--- src/rtl/armleocpu_simple2axi_converter.sv ---
// Simple single-outstanding request to AXI4-Lite master bridge.
// Optional SIMPLE2AXI_ALIGN_CHECK_EN: misaligned requests complete locally with SLVERR.
//   state      | meaning
//   IDLE       | ready for a new request
//   WRITE_REQ  | AW and W offered, each retired independently
//   WRITE_RESP | waiting for B beat
//   READ_REQ   | AR offered
//   READ_RESP  | waiting for R beat
module armleocpu_simple2axi_converter #(
  parameter int ADDR_WIDTH = 34
) (
  input  logic                  clk,
  input  logic                  rst_n,
  input  logic                  valid,
  output logic                  ready,
  input  logic                  write,
  input  logic [ADDR_WIDTH-1:0] address,
  input  logic [31:0]           write_data,
  input  logic [3:0]            write_byteenable,
  output logic                  done,
  output logic [1:0]            response,
  output logic [31:0]           read_data,
  output logic                  axi_awvalid,
  input  logic                  axi_awready,
  output logic [ADDR_WIDTH-1:0] axi_awaddr,
  output logic                  axi_wvalid,
  input  logic                  axi_wready,
  output logic [31:0]           axi_wdata,
  output logic [3:0]            axi_wstrb,
  input  logic                  axi_bvalid,
  output logic                  axi_bready,
  input  logic [1:0]            axi_bresp,
  output logic                  axi_arvalid,
  input  logic                  axi_arready,
  output logic [ADDR_WIDTH-1:0] axi_araddr,
  input  logic                  axi_rvalid,
  output logic                  axi_rready,
  input  logic [1:0]            axi_rresp,
  input  logic [31:0]           axi_rdata
);

  typedef enum logic [2:0] {IDLE, WRITE_REQ, WRITE_RESP, READ_REQ, READ_RESP} state_t;

  state_t                state_q, state_d;
  logic [ADDR_WIDTH-1:0] addr_q, addr_d;
  logic [31:0]           wdata_q, wdata_d;
  logic [3:0]            wstrb_q, wstrb_d;
  logic                  awvalid_q, awvalid_d;
  logic                  wvalid_q, wvalid_d;
  logic                  arvalid_q, arvalid_d;
  logic                  aw_done_q, aw_done_d;
  logic                  w_done_q, w_done_d;
  logic                  done_q, done_d;
  logic [1:0]            response_q, response_d;
  logic [31:0]           read_data_q, read_data_d;
  logic                  misaligned;
  logic                  aw_hs, w_hs;

`ifdef SIMPLE2AXI_ALIGN_CHECK_EN
  assign misaligned = (address[1:0] != 2'b00);
`else
  assign misaligned = 1'b0;
`endif

  assign aw_hs = awvalid_q && axi_awready;
  assign w_hs  = wvalid_q && axi_wready;

  always_comb begin
    state_d     = state_q;
    addr_d      = addr_q;
    wdata_d     = wdata_q;
    wstrb_d     = wstrb_q;
    awvalid_d   = awvalid_q;
    wvalid_d    = wvalid_q;
    arvalid_d   = arvalid_q;
    aw_done_d   = aw_done_q;
    w_done_d    = w_done_q;
    done_d      = 1'b0;
    response_d  = response_q;
    read_data_d = read_data_q;
    case (state_q)
      IDLE: begin
        if (valid) begin
          addr_d    = address;
          wdata_d   = write_data;
          wstrb_d   = write_byteenable;
          aw_done_d = 1'b0;
          w_done_d  = 1'b0;
          if (misaligned) begin
            response_d = 2'b10;
            done_d     = 1'b1;
          end else if (write) begin
            state_d   = WRITE_REQ;
            awvalid_d = 1'b1;
            wvalid_d  = 1'b1;
          end else begin
            state_d   = READ_REQ;
            arvalid_d = 1'b1;
          end
        end
      end
      WRITE_REQ: begin
        if (aw_hs) begin
          awvalid_d = 1'b0;
          aw_done_d = 1'b1;
        end
        if (w_hs) begin
          wvalid_d = 1'b0;
          w_done_d = 1'b1;
        end
        if ((aw_done_q || aw_hs) && (w_done_q || w_hs))
          state_d = WRITE_RESP;
      end
      WRITE_RESP: begin
        if (axi_bvalid) begin
          response_d = axi_bresp;
          done_d     = 1'b1;
          state_d    = IDLE;
        end
      end
      READ_REQ: begin
        if (axi_arready) begin
          arvalid_d = 1'b0;
          state_d   = READ_RESP;
        end
      end
      READ_RESP: begin
        if (axi_rvalid) begin
          read_data_d = axi_rdata;
          response_d  = axi_rresp;
          done_d      = 1'b1;
          state_d     = IDLE;
        end
      end
      default: state_d = IDLE;
    endcase
  end

  always_ff @(posedge clk) begin
    if (!rst_n) begin
      state_q     <= IDLE;
      addr_q      <= '0;
      wdata_q     <= '0;
      wstrb_q     <= '0;
      awvalid_q   <= 1'b0;
      wvalid_q    <= 1'b0;
      arvalid_q   <= 1'b0;
      aw_done_q   <= 1'b0;
      w_done_q    <= 1'b0;
      done_q      <= 1'b0;
      response_q  <= 2'b00;
      read_data_q <= '0;
    end else begin
      state_q     <= state_d;
      addr_q      <= addr_d;
      wdata_q     <= wdata_d;
      wstrb_q     <= wstrb_d;
      awvalid_q   <= awvalid_d;
      wvalid_q    <= wvalid_d;
      arvalid_q   <= arvalid_d;
      aw_done_q   <= aw_done_d;
      w_done_q    <= w_done_d;
      done_q      <= done_d;
      response_q  <= response_d;
      read_data_q <= read_data_d;
    end
  end

  // Readies are gated by rst_n so nothing is accepted while reset is asserted.
  assign ready       = rst_n && (state_q == IDLE);
  assign axi_bready  = rst_n && (state_q == WRITE_RESP);
  assign axi_rready  = rst_n && (state_q == READ_RESP);
  assign axi_awvalid = awvalid_q;
  assign axi_awaddr  = addr_q;
  assign axi_wvalid  = wvalid_q;
  assign axi_wdata   = wdata_q;
  assign axi_wstrb   = wstrb_q;
  assign axi_arvalid = arvalid_q;
  assign axi_araddr  = addr_q;
  assign done        = done_q;
  assign response    = response_q;
  assign read_data   = read_data_q;

endmodule

--- config.mk ---
export PLATFORM = sky130hd
export DESIGN_NAME = armleocpu_simple2axi_converter
export DESIGN_NICKNAME = d
export VERILOG_FILES = /design/src/rtl/armleocpu_simple2axi_converter.sv
export SDC_FILE = /design/constraint.sdc
export NUM_CORES = 1
export LEC_CHECK = 0
export ABC_CLOCK_PERIOD_IN_PS = 1540
export CAP_MARGIN = 30
export CORE_AREA = 2 2 100 102
export CTS_BUF_LIST = sky130_fd_sc_hd__clkbuf_16
export CTS_CLUSTER_DIAMETER = 120
export DETAILED_ROUTE_END_ITERATION = 8
export DIE_AREA = 0 0 102 104
export DONT_BUFFER_PORTS = 1
export PLACE_DENSITY_LB_ADDON = 0.1
export REMOVE_ABC_BUFFERS = 1
export SLEW_MARGIN = 20
export SYNTH_ARGS = -nofsm -noshare
export SYNTH_HDL_FRONTEND = slang
export SYNTH_SLANG_ARGS = --single-unit
--- constraint.sdc ---
create_clock -name clk -period 1.54 [get_ports clk]
set_input_delay 0.308 -clock clk [delete_from_list [all_inputs] [get_ports clk]]
set_output_delay 0.308 -clock clk [all_outputs]
set_load 0.03 [all_outputs]
==> flow_summary.rst, run 1 <==
.. list-table::
   :header-rows: 1

   * - Metric
     - Value
   * - Status
     - finished, violations left
   * - Violated checks
     - negative setup slack
   * - Met3 WL post-DR
     - 1310 um
   * - Detailed-routed wire length on met2
     - 5840 um
   * - Peak clock frequency supported by timing
     - 0.610 GHz
   * - Prevailing post-synth register cell
     - dfxtp_1
   * - Cell depth of the worst min-delay path
     - 1
   * - Die X
     - 102 um
   * - Grt ovf
     - 0
   * - Number of rows in the core area
     - 36
   * - Pwr dens
     - 1590 nW/um^2
   * - Cells after Synth
     - 543
   * - Combined area of all synthesized cells
     - 4650 um^2
   * - Sequential cell area
     - 2270 um^2
   * - Cell-by-cell trace of the critical path
     - buf_6 -> buf_6 -> nor3_4 -> buf_6
   * - Share of cells above drive strength 1
     - 15.4%
   * - Total number of H-tree levels
     - 4
   * - Cell type with the largest total area after synthesis
     - dfxtp_1
   * - Core Area
     - 9550 um^2
   * - Overall fraction of global-route tracks in use
     - 20.1%
   * - Clock root buffer master
     - clkbuf_16
   * - Routed wire per std cell
     - 16.5 um
   * - Reg-to-reg slack, setup
     - 50 ps
   * - Endpoint with the worst hold slack
     - done
   * - Post-route minimum period
     - 1640 ps
   * - Share of async-settable or async-resettable flops after synthesis
     - 0%
   * - Latest clock arrival within the worst-skew pair
     - 400 ps
   * - Number of buffers added by the clock tree synthesis step
     - 17
   * - Diode count
     - 0
   * - Source of the worst hold timing path
     - rst_n
   * - Share of total power in combinational logic
     - 13.5%
   * - Synth top area share
     - 48.6%
   * - Class of the most critical setup path
     - flop to output port
   * - Total Die Area
     - 10600 um^2
   * - Final hold vios
     - 0
   * - Clock transition at path regs
     - 50 ps
   * - Crit path DAT
     - 1330 ps
   * - Clk pwr share
     - 44.0%
   * - Biggest area contributors in the synthesized netlist
     - dfxtp_1, nand2_1, a21boi_1
   * - Leakage Power
     - 2.11 nW
   * - Total iterations of the first detailed-routing run
     - 4
   * - Count of distinct cell types in the synthesized netlist
     - 29
   * - Worst endpoint required time
     - 1230 ps
   * - Highest metal layer used by the detailed router
     - met4
   * - Clock tree from TritonCTS
     - built
   * - Max-cap viol count
     - 0
   * - Vias in the first global route
     - 3361
   * - Number of buffers inserted by hold repair at cts
     - 0
   * - Port Buffers
     - 0
   * - Post-detail-place hpwl
     - 7240 um
   * - Area delta synth->final
     - 16.1%
   * - Global-route wire length before repair
     - 16600 um
   * - Maximum count of clock buffers along a single path
     - 2
   * - Area occupied by multi-input gates
     - 1920 um^2
   * - Largest stage delay, worst path
     - 350 ps
   * - Largest delay share family, worst path
     - buffers and inverters
   * - Maximum number of pins on one net before global-route repair
     - 115
   * - Pint
     - 6.08 mW
   * - Starting density of the core
     - 48.7%
   * - Antenna violation net count after detailed routing
     - 0
   * - Post-synthesis area per instance
     - 8.57 um^2
   * - Sw power
     - 2.51 mW
   * - Setup violations, final
     - 3
   * - Net total in the final layout
     - 650
   * - Reg-to-reg startpoint
     - state_q[2]
   * - Initial antenna violation count
     - 0
   * - Clock skew after layout
     - 7.03 ps
   * - Setup repair after global routing missed its margin
     - yes
   * - Worst slew pin tran
     - 612 ps
   * - Worst Hold Slack
     - 29.8 ps
   * - DRC
     - 0
   * - HP Class
     - input pin to flop
   * - Sequential share of power
     - 42.5%
   * - CP Launch Type
     - flop
   * - Number of vias after detailed routing
     - 3520
   * - Dominant cell type by count on the critical path
     - buf_6
   * - Share of the clock period used by the worst path after layout
     - 106%
   * - Final Worst Setup Slack
     - -98.9 ps
   * - Worst vdd ir
     - 637 uV
   * - Switching fraction of total power
     - 29.2%
   * - Wire length reported by the detailed router
     - 11200 um
   * - Post-layout utilization of the core
     - 56.6%
   * - Cell count of the worst reg-to-reg path
     - 6
   * - Routed metal-1 wire length
     - 3910 um
   * - Fillcell total
     - 919
   * - Number of flops mapped to enable cells by yosys
     - 0
   * - Slowest stage cell, crit path
     - dfxtp_4
   * - Crit Reg-Reg Endpoint
     - axi_wdata[11]
   * - GPL Wtd Cong
     - 0.773
   * - Sequential cell area fraction in the yosys report
     - 48.6%
   * - Worst-path maximum fanout
     - 5
   * - Yosys synthesis warning count
     - 0
   * - Starting DRT DRC Count
     - 124
   * - Count of state elements after synthesis
     - 113
   * - CTS sink count
     - 113
   * - Number of vias per cell
     - 5.18
   * - I/O pins
     - 260
   * - Chip height
     - 104 um
   * - Buffering stage count on the worst path with inverters included
     - 3
   * - Max Transition Viols Final
     - 0
   * - Worst slew margin relative to its limit
     - 59.1%
   * - Nature of the critical path endpoint
     - output port
==> cell usage after synthesis (3+ instances only) <==
| library cell | number |
|---|---|
| buf_2 | 10 |
| buf_4 | 39 |
| a31oi_1 | 3 |
| nor2_1 | 4 |
| nand3b_1 | 4 |
| dfxtp_1 | 113 |
| a21oi_1 | 6 |
| a21boi_0 | 23 |
| clkbuf_1 | 12 |
| mux2i_1 | 3 |
| o211a_1 | 4 |
| nand2_1 | 210 |
| a21boi_1 | 81 |
| buf_6 | 11 |
==> power by group through the flow <==
| stage | Combinational (mW) | Clock [mW] | Sequential (mW) |
|---|---|---|---|
| finish | 1.16 | 3.78 | 3.65 |
| global route | 1.26 | 4.01 | 3.68 |
| CTS | 1.06 | 3.86 | 3.65 |
| detailed placement | 1.02 | 0 | 3.71 |
| global placement | 0.988 | 0 | 3.70 |
| floorplan | 0.500 | 0 | 3.90 |
==> final cells by class <==
type	count	area share [%]
well taps	133	3.08
clock inverters	14	2.80
flip-flops and latches	113	42.1
inverters	2	0.139
clock buffers	17	7.87
repair buffers	45	8.47
multi-input cells	356	35.6
==> timing repair <==
item / CTS / global route
pin swaps: 2 / 4
gates resized for setup: 13 / 14
buffers inserted: 5 / 5
endpoints found under the setup margin: 3 / 12
gates cloned: 0 / 2
==> through the flow <==
step                total power [mW]  area, um^2  setup WS, ps  std cells  setup TNS (ps)
finish                          8.59        5410         -98.9        680            -232
global route                    8.96        5410          -141        680            -887
CTS                             8.57        5270          -116        673            -298
detailed placement              4.73        4620          65.4        637               0
global placement                4.69        4620           151        637               0
floorplan                       4.40        4140         -2420        471         -168420
==> kinds of logic (layout without fill, tap and decap cells) <==
group                  count (synthesis)  in the layout  synth area share [%]
buffers and inverters                 74             78                  11.2
DFF                                  113            113                  48.6
muxes                                  3              3                 0.645
and+or+nand+nor                      233            233                  20.5
AOI/OAI and AO/OA                    120            120                  19.1
==> worst register-to-register path: cells and delay by family (launching register included) <==
kind | cells | cell delay [ps]
AOI/OAI and AO/OA | 1 | 130
and+or+nand+nor | 2 | 420
buffers and inverters | 3 | 530
DFF | 1 | 350
==> how the worst max path moves through the flow <==
stage | from | depth (start not counted) | to | slack (ps)
5_1_grt | state_q[1] | 4 | ready | -140
6_report | state_q[1] | 4 | ready | -100
4_1_cts | state_q[2] | 4 | ready | -120
2_1_floorplan | state_q[0] | 3 | axi_wvalid | -2420
3_5_place_dp | state_q[2] | 4 | axi_wvalid | 70
3_3_place_gp | state_q[2] | 4 | axi_wvalid | 150
==> layer usage <==
layer  track usage (%)  vias to the layer above
met3              10.4                       11
met2              35.2                      163
li1                  -                     1712
met5                 0                        -
met1              19.8                     1634
met4              7.43                        0
==> sequential cells by signal, indices dropped and copies added (netlist names) <==
register and cells:
axi_awvalid 1, response 2, axi_araddr 34, w_done_q 1, axi_wdata 32, axi_wvalid 1
done 1, read_data 32, aw_done_q 1, state_q 3, axi_wstrb 4, axi_arvalid 1
==> cell usage in the layout (no fill, tap or decap) <==
cell type | synthesis | final
buf_4 | 39 | 32
clkinvlp_4 | 0 | 3
a21boi_0 | 23 | 23
nor3_4 | 0 | 2
inv_1 | 2 | 5
clkinv_2 | 0 | 3
nor4b_4 | 0 | 1
nand3_1 | 1 | 1
mux2i_1 | 3 | 3
dfxtp_1 | 113 | 110
nor3b_2 | 1 | 2
bufinv_16 | 0 | 3
o2111ai_1 | 1 | 1
nand4b_1 | 1 | 1
buf_12 | 0 | 5
nand2b_4 | 0 | 1
o21ai_0 | 2 | 2
nor2_1 | 4 | 4
nand2_1 | 210 | 210
a21oi_2 | 0 | 1
a21boi_1 | 81 | 81
and2_1 | 2 | 1
and3_1 | 2 | 2
o211a_1 | 4 | 4
clkinv_4 | 0 | 1
nor4_1 | 1 | 1
clkbuf_16 | 0 | 19
clkinv_1 | 0 | 1
nor2b_1 | 1 | 1
buf_6 | 11 | 6
a31oi_1 | 3 | 3
dfxtp_4 | 0 | 3
nand3b_1 | 4 | 4
nor3b_4 | 1 | 1
a21oi_1 | 6 | 5
and2_4 | 0 | 1
(Power assumes the default switching activity.)
==> inputs of run 2 (changes only) <==
--- a/config.mk
+++ b/config.mk
@@ -12,2 +12,3 @@
 export CTS_CLUSTER_DIAMETER = 120
+export CTS_CLUSTER_SIZE = 20
 export DETAILED_ROUTE_END_ITERATION = 8
@@ -17,2 +18,3 @@
 export REMOVE_ABC_BUFFERS = 1
+export SETUP_SLACK_MARGIN = 0.05
 export SLEW_MARGIN = 20
--- a/constraint.sdc
+++ b/constraint.sdc
@@ -3,2 +3,2 @@
 set_output_delay 0.308 -clock clk [all_outputs]
-set_load 0.03 [all_outputs]
+set_load 0.05 [all_outputs]
==> run 2 against run 1 <==
Against the previous run:
- the flow still finishes with violations (negative setup slack)
- clock skew grew 1.2 ps
- total power up 5.5%
- non-clock buffer count increased by 22
- critical path depth unchanged
- final area grew 4.6%
- final cell count up 2.9%
- die area is the same
- critical endpoint is now axi_rready
==> flow_summary.rst, run 2 (synthesis gave the netlist of run 1 again) <==
.. list-table::
   :header-rows: 1

   * - Metric
     - Value
   * - Commonest cells after routing, fill and taps aside
     - nand2_1, dfxtp_1, a21boi_1, buf_4
   * - Violated checks
     - negative setup slack
   * - Clock root buffer master
     - clkbuf_16
   * - Total iterations of the first detailed-routing run
     - 7 (+3)
   * - Number of buffers added by the clock tree synthesis step
     - 17 (unchanged)
   * - Number of vias per cell
     - 5.12 (-1.2%)
   * - Core Area
     - 9550 um^2 (unchanged)
   * - Worst vdd ir
     - 804 uV (+26%)
   * - Reg-to-reg slack, setup
     - 60 ps (about the same)
   * - Largest stage delay, worst path
     - 340 ps (about the same)
   * - Cell-by-cell trace of the critical path
     - buf_8 -> nor3b_4 -> and2_4 -> buf_12
   * - Leakage Power
     - 2.25 nW (+6.7%)
   * - Maximum count of clock buffers along a single path
     - 2 (unchanged)
   * - Worst-path maximum fanout
     - 6 (+1)
   * - Starting DRT DRC Count
     - 154 (+24%)
   * - Wire length reported by the detailed router
     - 12000 um (+6.9%)
   * - Post-route setup TNS
     - -377 ps (-145 ps)
   * - Post-route minimum period
     - 1680 ps (+38.2 ps)
   * - Worst Hold Slack
     - 30.9 ps (+1.11 ps)
   * - Crit path DAT
     - 1370 ps (+40 ps)
   * - Maximum number of pins on one net before global-route repair
     - 115 (unchanged)
   * - Chip height
     - 104 um (unchanged)
   * - Grt ovf
     - 0 (unchanged)
   * - Cell count of the worst reg-to-reg path
     - 7 (+1)
   * - Initial antenna violation count
     - 0 (unchanged)
   * - CTS sink count
     - 113 (unchanged)
   * - Final hold vios
     - 0 (unchanged)
   * - Port Buffers
     - 0 (unchanged)
   * - Number of rows in the core area
     - 36 (unchanged)
   * - Endpoint with the worst hold slack
     - axi_wdata[22]
   * - Die X
     - 102 um (unchanged)
   * - Slowest stage cell, crit path
     - dfxtp_4
   * - Post-placement cell area
     - 4730 um^2 (+2.4%)
   * - Latest clock arrival within the worst-skew pair
     - 400 ps (about the same)
   * - DRC
     - 0 (unchanged)
   * - Source of the worst hold timing path
     - write_data[22]
   * - Share of cells above drive strength 1
     - 18.9% (+3.5 points)
   * - Most common cell after layout, fill and taps aside
     - nand2_1
   * - Crit Reg-Reg Endpoint
     - axi_araddr[6]
   * - Starting density of the core
     - 48.7% (unchanged)
   * - Worst slew margin relative to its limit
     - 62.7% (+3.6 points)
   * - Global-route wire length before repair
     - 17000 um (+2.7%)
   * - Post-detail-place hpwl
     - 7150 um (-1.1%)
   * - Setup repair after global routing missed its margin
     - yes
   * - Number of buffers inserted by hold repair at cts
     - 0 (unchanged)
   * - Class of the most critical setup path
     - flop to output port
   * - Net total in the final layout
     - 672 (+3.4%)
   * - Overall fraction of global-route tracks in use
     - 20.7% (+0.63 points)
   * - HP Class
     - input pin to flop
   * - Routed wire per std cell
     - 17.1 um (+3.8%)
   * - Worst slew pin tran
     - 559 ps (-53.8 ps)
   * - CP Launch Type
     - flop
   * - Clock tree from TritonCTS
     - built
   * - I/O pins
     - 260 (unchanged)
   * - Total number of H-tree levels
     - 4 (unchanged)
   * - GPL Wtd Cong
     - 0.762 (-1.5%)
   * - Clock skew after layout
     - 8.23 ps (+1.20 ps)
   * - Status
     - finished, violations left
   * - Number of vias after detailed routing
     - 3581 (+1.7%)
   * - Vias in the first global route
     - 3458 (+2.9%)
   * - Reg-to-reg startpoint
     - state_q[0]
   * - Largest register FFs
     - 34 (unchanged)
   * - Antenna violation net count after detailed routing
     - 0 (unchanged)
   * - Pwr dens
     - 1600 nW/um^2 (+0.91%)
   * - Area delta synth->final
     - 21.5%
   * - Post-layout instance area
     - 5650 um^2 (+4.6%)
   * - Cell depth of the worst min-delay path
     - 2 (+1)
   * - Max Transition Viols Final
     - 0 (unchanged)
   * - Total Die Area
     - 10600 um^2 (unchanged)
   * - Final Worst Setup Slack
     - -137 ps (-38.2 ps)
   * - Worst endpoint required time
     - 1230 ps (about the same)
   * - Setup violations, final
     - 3 (unchanged)
   * - Max-cap viol count
     - 0 (unchanged)
   * - Diode count
     - 0 (unchanged)
   * - Clock transition at path regs
     - 50 ps (about the same)
   * - Peak clock frequency supported by timing
     - 0.596 GHz (-2.3%)
   * - Overall power after layout
     - 9.07 mW (+5.5%)
   * - Share of the clock period used by the worst path after layout
     - 109% (+2.5 points)
   * - Nature of the critical path endpoint
     - output port
[run 2: worst max-delay path by stage]
stage               startpoint         end  depth (start not counted)
floorplan           state_q[0]  axi_wvalid                          3
global placement    state_q[2]       ready                          4
detailed placement  state_q[0]  axi_wvalid                          4
CTS                 state_q[1]  axi_rready                          4
global route        state_q[1]  axi_rready                          4
finish              state_q[1]  axi_rready                          4
[run 2: stage by stage]
stage,cells,setup slack [ps],util (%)
6_report,700,-137,59.2
5_1_grt,700,-201,59.2
4_1_cts,690,-160,56.8
3_5_place_dp,652,85.0,49.5
3_3_place_gp,652,138,49.5
2_1_floorplan,471,-2420,-
[run 2: worst max-delay path: cells and delay by family (launching register included)]
kind          cells  cell delay, ps
flops             1             340
simple gates      2             380
buf+inv           2             260
[run 2: layout make-up]
| class | instances | area [um^2] |
|---|---|---|
| Multi-Input combinational cell | 356 | 1930 |
| Clock inverter | 12 | 105 |
| Fill cell | 853 | 3900 |
| Timing Repair Buffer | 67 | 747 |
| Tap cell | 133 | 166 |
| Inverter | 2 | 7.51 |
| Sequential cell | 113 | 2270 |
| Clock buffer | 17 | 425 |
[run 2: layer usage]
layer / GRT usage [%] / wire length, um
met5: 0 / 0
met4: 7.43 / 174
met3: 10.3 / 1340
met2: 34.7 / 5950
met1: 22.2 / 4500
[run 2: timing repair]
item,CTS,global route
resized for setup,17,15
buffers inserted,7,4
pin swaps,4,2
endpoints found under the setup margin,4,53
cloned,2,6
[run 2: report_power, final]
part	leakage, nW	internal [mW]	switching (mW)
Sequential	0.924	3.14	0.478
Combinational	1.06	0.651	1.26
Clock	0.270	2.30	1.24
Total	2.25	6.09	2.98
==> inputs of run 3 (changes only) <==
Settings changed: CORE_AREA 2 2 100 102 to not set, CORE_ASPECT_RATIO set to 0.9, CORE_MARGIN set to 5, CORE_UTILIZATION set to 56, DIE_AREA 0 0 102 104 to not set.
==> run 3 against run 2 <==
Against the previous run:
- the run still ends with negative setup slack left
- global-route usage rose by 0.68 points
- register-to-register slack got worse by 190 ps
- final area rose by 7.1%
- sequential cell count did not move
- setup slack got worse by 26 ps
- sequential share of layout area fell by 2.7 points
- first-iteration DRC count rose by 5.8%
- via count rose by 5.0%
- total power rose by 3.3%
- critical path type unchanged
- critical endpoint unchanged
- largest cell class is now multi-input gates
==> flow_summary.rst, run 3 (synthesis gave the netlist of run 1 again) <==
.. list-table::
   :header-rows: 1

   * - Metric
     - Value
   * - Wire length reported by the detailed router
     - 13200 um (+10%)
   * - I/O pins
     - 260 (unchanged)
   * - Clock transition at path regs
     - 50 ps (about the same)
   * - Final hold vios
     - 0 (unchanged)
   * - HP Class
     - input pin to flop
   * - Worst vdd ir
     - 868 uV (+8.0%)
   * - Grt ovf
     - 0 (unchanged)
   * - Latest clock arrival within the worst-skew pair
     - 400 ps (about the same)
   * - Source of the worst hold timing path
     - write_data[17]
   * - CP Launch Type
     - flop
   * - Starting DRT DRC Count
     - 163 (+5.8%)
   * - Largest register FFs
     - 34 (unchanged)
   * - Pwr dens
     - 1550 nW/um^2 (-3.6%)
   * - Crit path DAT
     - 1400 ps (+30 ps)
   * - Number of buffers inserted by hold repair at cts
     - 0 (unchanged)
   * - Fillcell total
     - 556 (-35%)
   * - Max Transition Viols Final
     - 0 (unchanged)
   * - Post-route minimum period
     - 1700 ps (+25.9 ps)
   * - CP Launch Point
     - state_q[0]
   * - Number of vias per cell
     - 5.57 (+8.9%)
   * - Post-layout instance count excluding filler cells
     - 675 (-3.6%)
   * - Maximum number of pins on one net before global-route repair
     - 115 (unchanged)
   * - Max-cap viol count
     - 0 (unchanged)
   * - Reg-to-reg startpoint
     - state_q[1]
   * - Maximum count of clock buffers along a single path
     - 2 (unchanged)
   * - Nature of the critical path endpoint
     - output port
   * - Total number of H-tree levels
     - 4 (unchanged)
   * - Total iterations of the first detailed-routing run
     - 4 (-3)
   * - Clk pwr share
     - 38.7% (-0.3 points)
   * - Initial antenna violation count
     - 0 (unchanged)
   * - Post-detail-place hpwl
     - 7770 um (+8.5%)
   * - Share of total power in combinational logic
     - 22.6% (+1.5 points)
   * - Diode count
     - 0 (unchanged)
   * - Largest delay share family, worst path
     - simple AND/OR/NAND/NOR gates
   * - Switching fraction of total power
     - 33.8% (+1.0 points)
   * - Global-route wire length before repair
     - 17100 um (+0.56%)
   * - Overall power after layout
     - 9.36 mW (+3.3%)
   * - Overall fraction of global-route tracks in use
     - 21.4% (+0.68 points)
   * - Antenna violation net count after detailed routing
     - 0 (unchanged)
   * - Worst slew margin relative to its limit
     - 61.7% (-0.96 points)
   * - Status
     - finished, violations left
   * - Sw power
     - 3.17 mW (+6.4%)
   * - Clock root buffer master
     - clkbuf_16
   * - Number of buffers added by the clock tree synthesis step
     - 17 (unchanged)
   * - Slowest stage cell, crit path
     - dfxtp_4
   * - Class of the most critical setup path
     - flop to output port
   * - Leakage Power
     - 2.49 nW (+11%)
   * - Buffering stage count on the worst path with inverters included
     - 2 (unchanged)
   * - Peak clock frequency supported by timing
     - 0.587 GHz (-1.5%)
   * - Vias in the first global route
     - 3422 (-1.0%)
   * - Routed wire per std cell
     - 19.5 um (+14%)
   * - Final Worst Setup Slack
     - -163 ps (-25.9 ps)
   * - Number of rows in the core area
     - 31 (-14%)
   * - GPL Wtd Cong
     - 0.781 (+2.5%)
   * - Post-route setup TNS
     - -4630 ps (-4260 ps)
   * - Share of cells above drive strength 1
     - 31.6% (+13 points)
   * - DRC
     - 0 (unchanged)
   * - Worst slew pin tran
     - 573 ps (+14.4 ps)
   * - Worst Hold Slack
     - 35.6 ps (+4.68 ps)
   * - Inst Count DP
     - 619 (-5.1%)
   * - Sequential share of power
     - 38.7% (-1.2 points)
   * - Total Die Area
     - 10200 um^2 (-3.5%)
   * - Most common cell after layout, fill and taps aside
     - nand2_1
   * - Port Buffers
     - 0 (unchanged)
   * - Sequential cell area
     - 2270 um^2 (unchanged)
   * - Area occupied by multi-input gates
     - 2280 um^2 (+18%)
   * - Setup violations, final
     - 72 (+69)
   * - Chip height
     - 96.5 um (-7.2%)
   * - Cell-by-cell trace of the critical path
     - buf_8 -> nor3b_4 -> and2_4 -> buf_12
   * - Area delta synth->final
     - 30.1%
   * - Pint
     - 6.19 mW (+1.7%)
   * - Post-layout utilization of the core
     - 75.1% (+16 points)
   * - Net total in the final layout
     - 680 (+1.2%)
   * - Share of the clock period used by the worst path after layout
     - 111% (+1.7 points)
   * - Largest stage delay, worst path
     - 350 ps (about the same)
   * - Clock skew after layout
     - 10.4 ps (+2.19 ps)
   * - Worst endpoint required time
     - 1230 ps (about the same)
   * - Clock tree from TritonCTS
     - built
   * - Number of vias after detailed routing
     - 3761 (+5.0%)
   * - Starting density of the core
     - 57.7% (+9.0 points)
   * - Commonest cells after routing, fill and taps aside
     - nand2_1, dfxtp_1, a21boi_1, buf_4, nand2_4
   * - CTS sink count
     - 113 (unchanged)
   * - Violated checks
     - negative setup slack
   * - Die X
     - 106 um (+4.0%)
   * - Setup repair after global routing missed its margin
     - yes
   * - Worst-path maximum fanout
     - 7 (+1)
   * - Core Area
     - 8070 um^2 (-16%)
[run 3: metrics by stage]
step                      setup WS (ps)  area, um^2
after floorplan                   -2420        4140
after CTS                          -179        5350
final                              -163        6060
after global placement              129        4710
after detailed placement           56.2        4710
after global routing               -225        6060
[run 3: final cells by class]
| type | instances | area share (%) |
|---|---|---|
| Multi-Input combinational cell | 356 | 37.6 |
| Tap cell | 99 | 2.05 |
| Timing Repair Buffer | 75 | 13.6 |
| Clock inverter | 13 | 2.02 |
| Clock buffer | 17 | 7.02 |
| Sequential cell | 113 | 37.5 |
| Inverter | 2 | 0.124 |
[run 3: worst paths after layout]
path,end,slack [ps],cells after the start
worst max-delay path,axi_rready,-160,4
worst min-delay path,axi_wdata[17],40,2
worst max register to register,axi_wdata[16],-130,7
worst min register to register,axi_araddr[33],450,2
[run 3: per-layer routing]
metal	vias to the layer above	part of all wire [%]	track usage, %
met1	1823	37	21.6
met5	-	0	0
met4	0	1.1	7.77
met3	10	9.0	10.5
li1	1773	-	-
met2	155	53	38.5
[run 3: power by group through the flow]
stage	clock network, mW	logic (mW)	registers (mW)
floorplan	0	0.513	4.33
global placement	0	1.51	3.68
detailed placement	0	1.53	3.69
CTS	3.66	1.60	3.62
global route	3.86	2.22	3.64
finish	3.62	2.11	3.62
[run 3: repair_timing]
| action | 4_1_cts | 5_1_grt |
|---|---|---|
| gates resized for setup | 20 | 117 |
| pin swaps | 7 | 84 |
| cloned | 0 | 11 |
| setup endpoints to repair | 4 | 75 |
| buffers inserted | 5 | 10 |
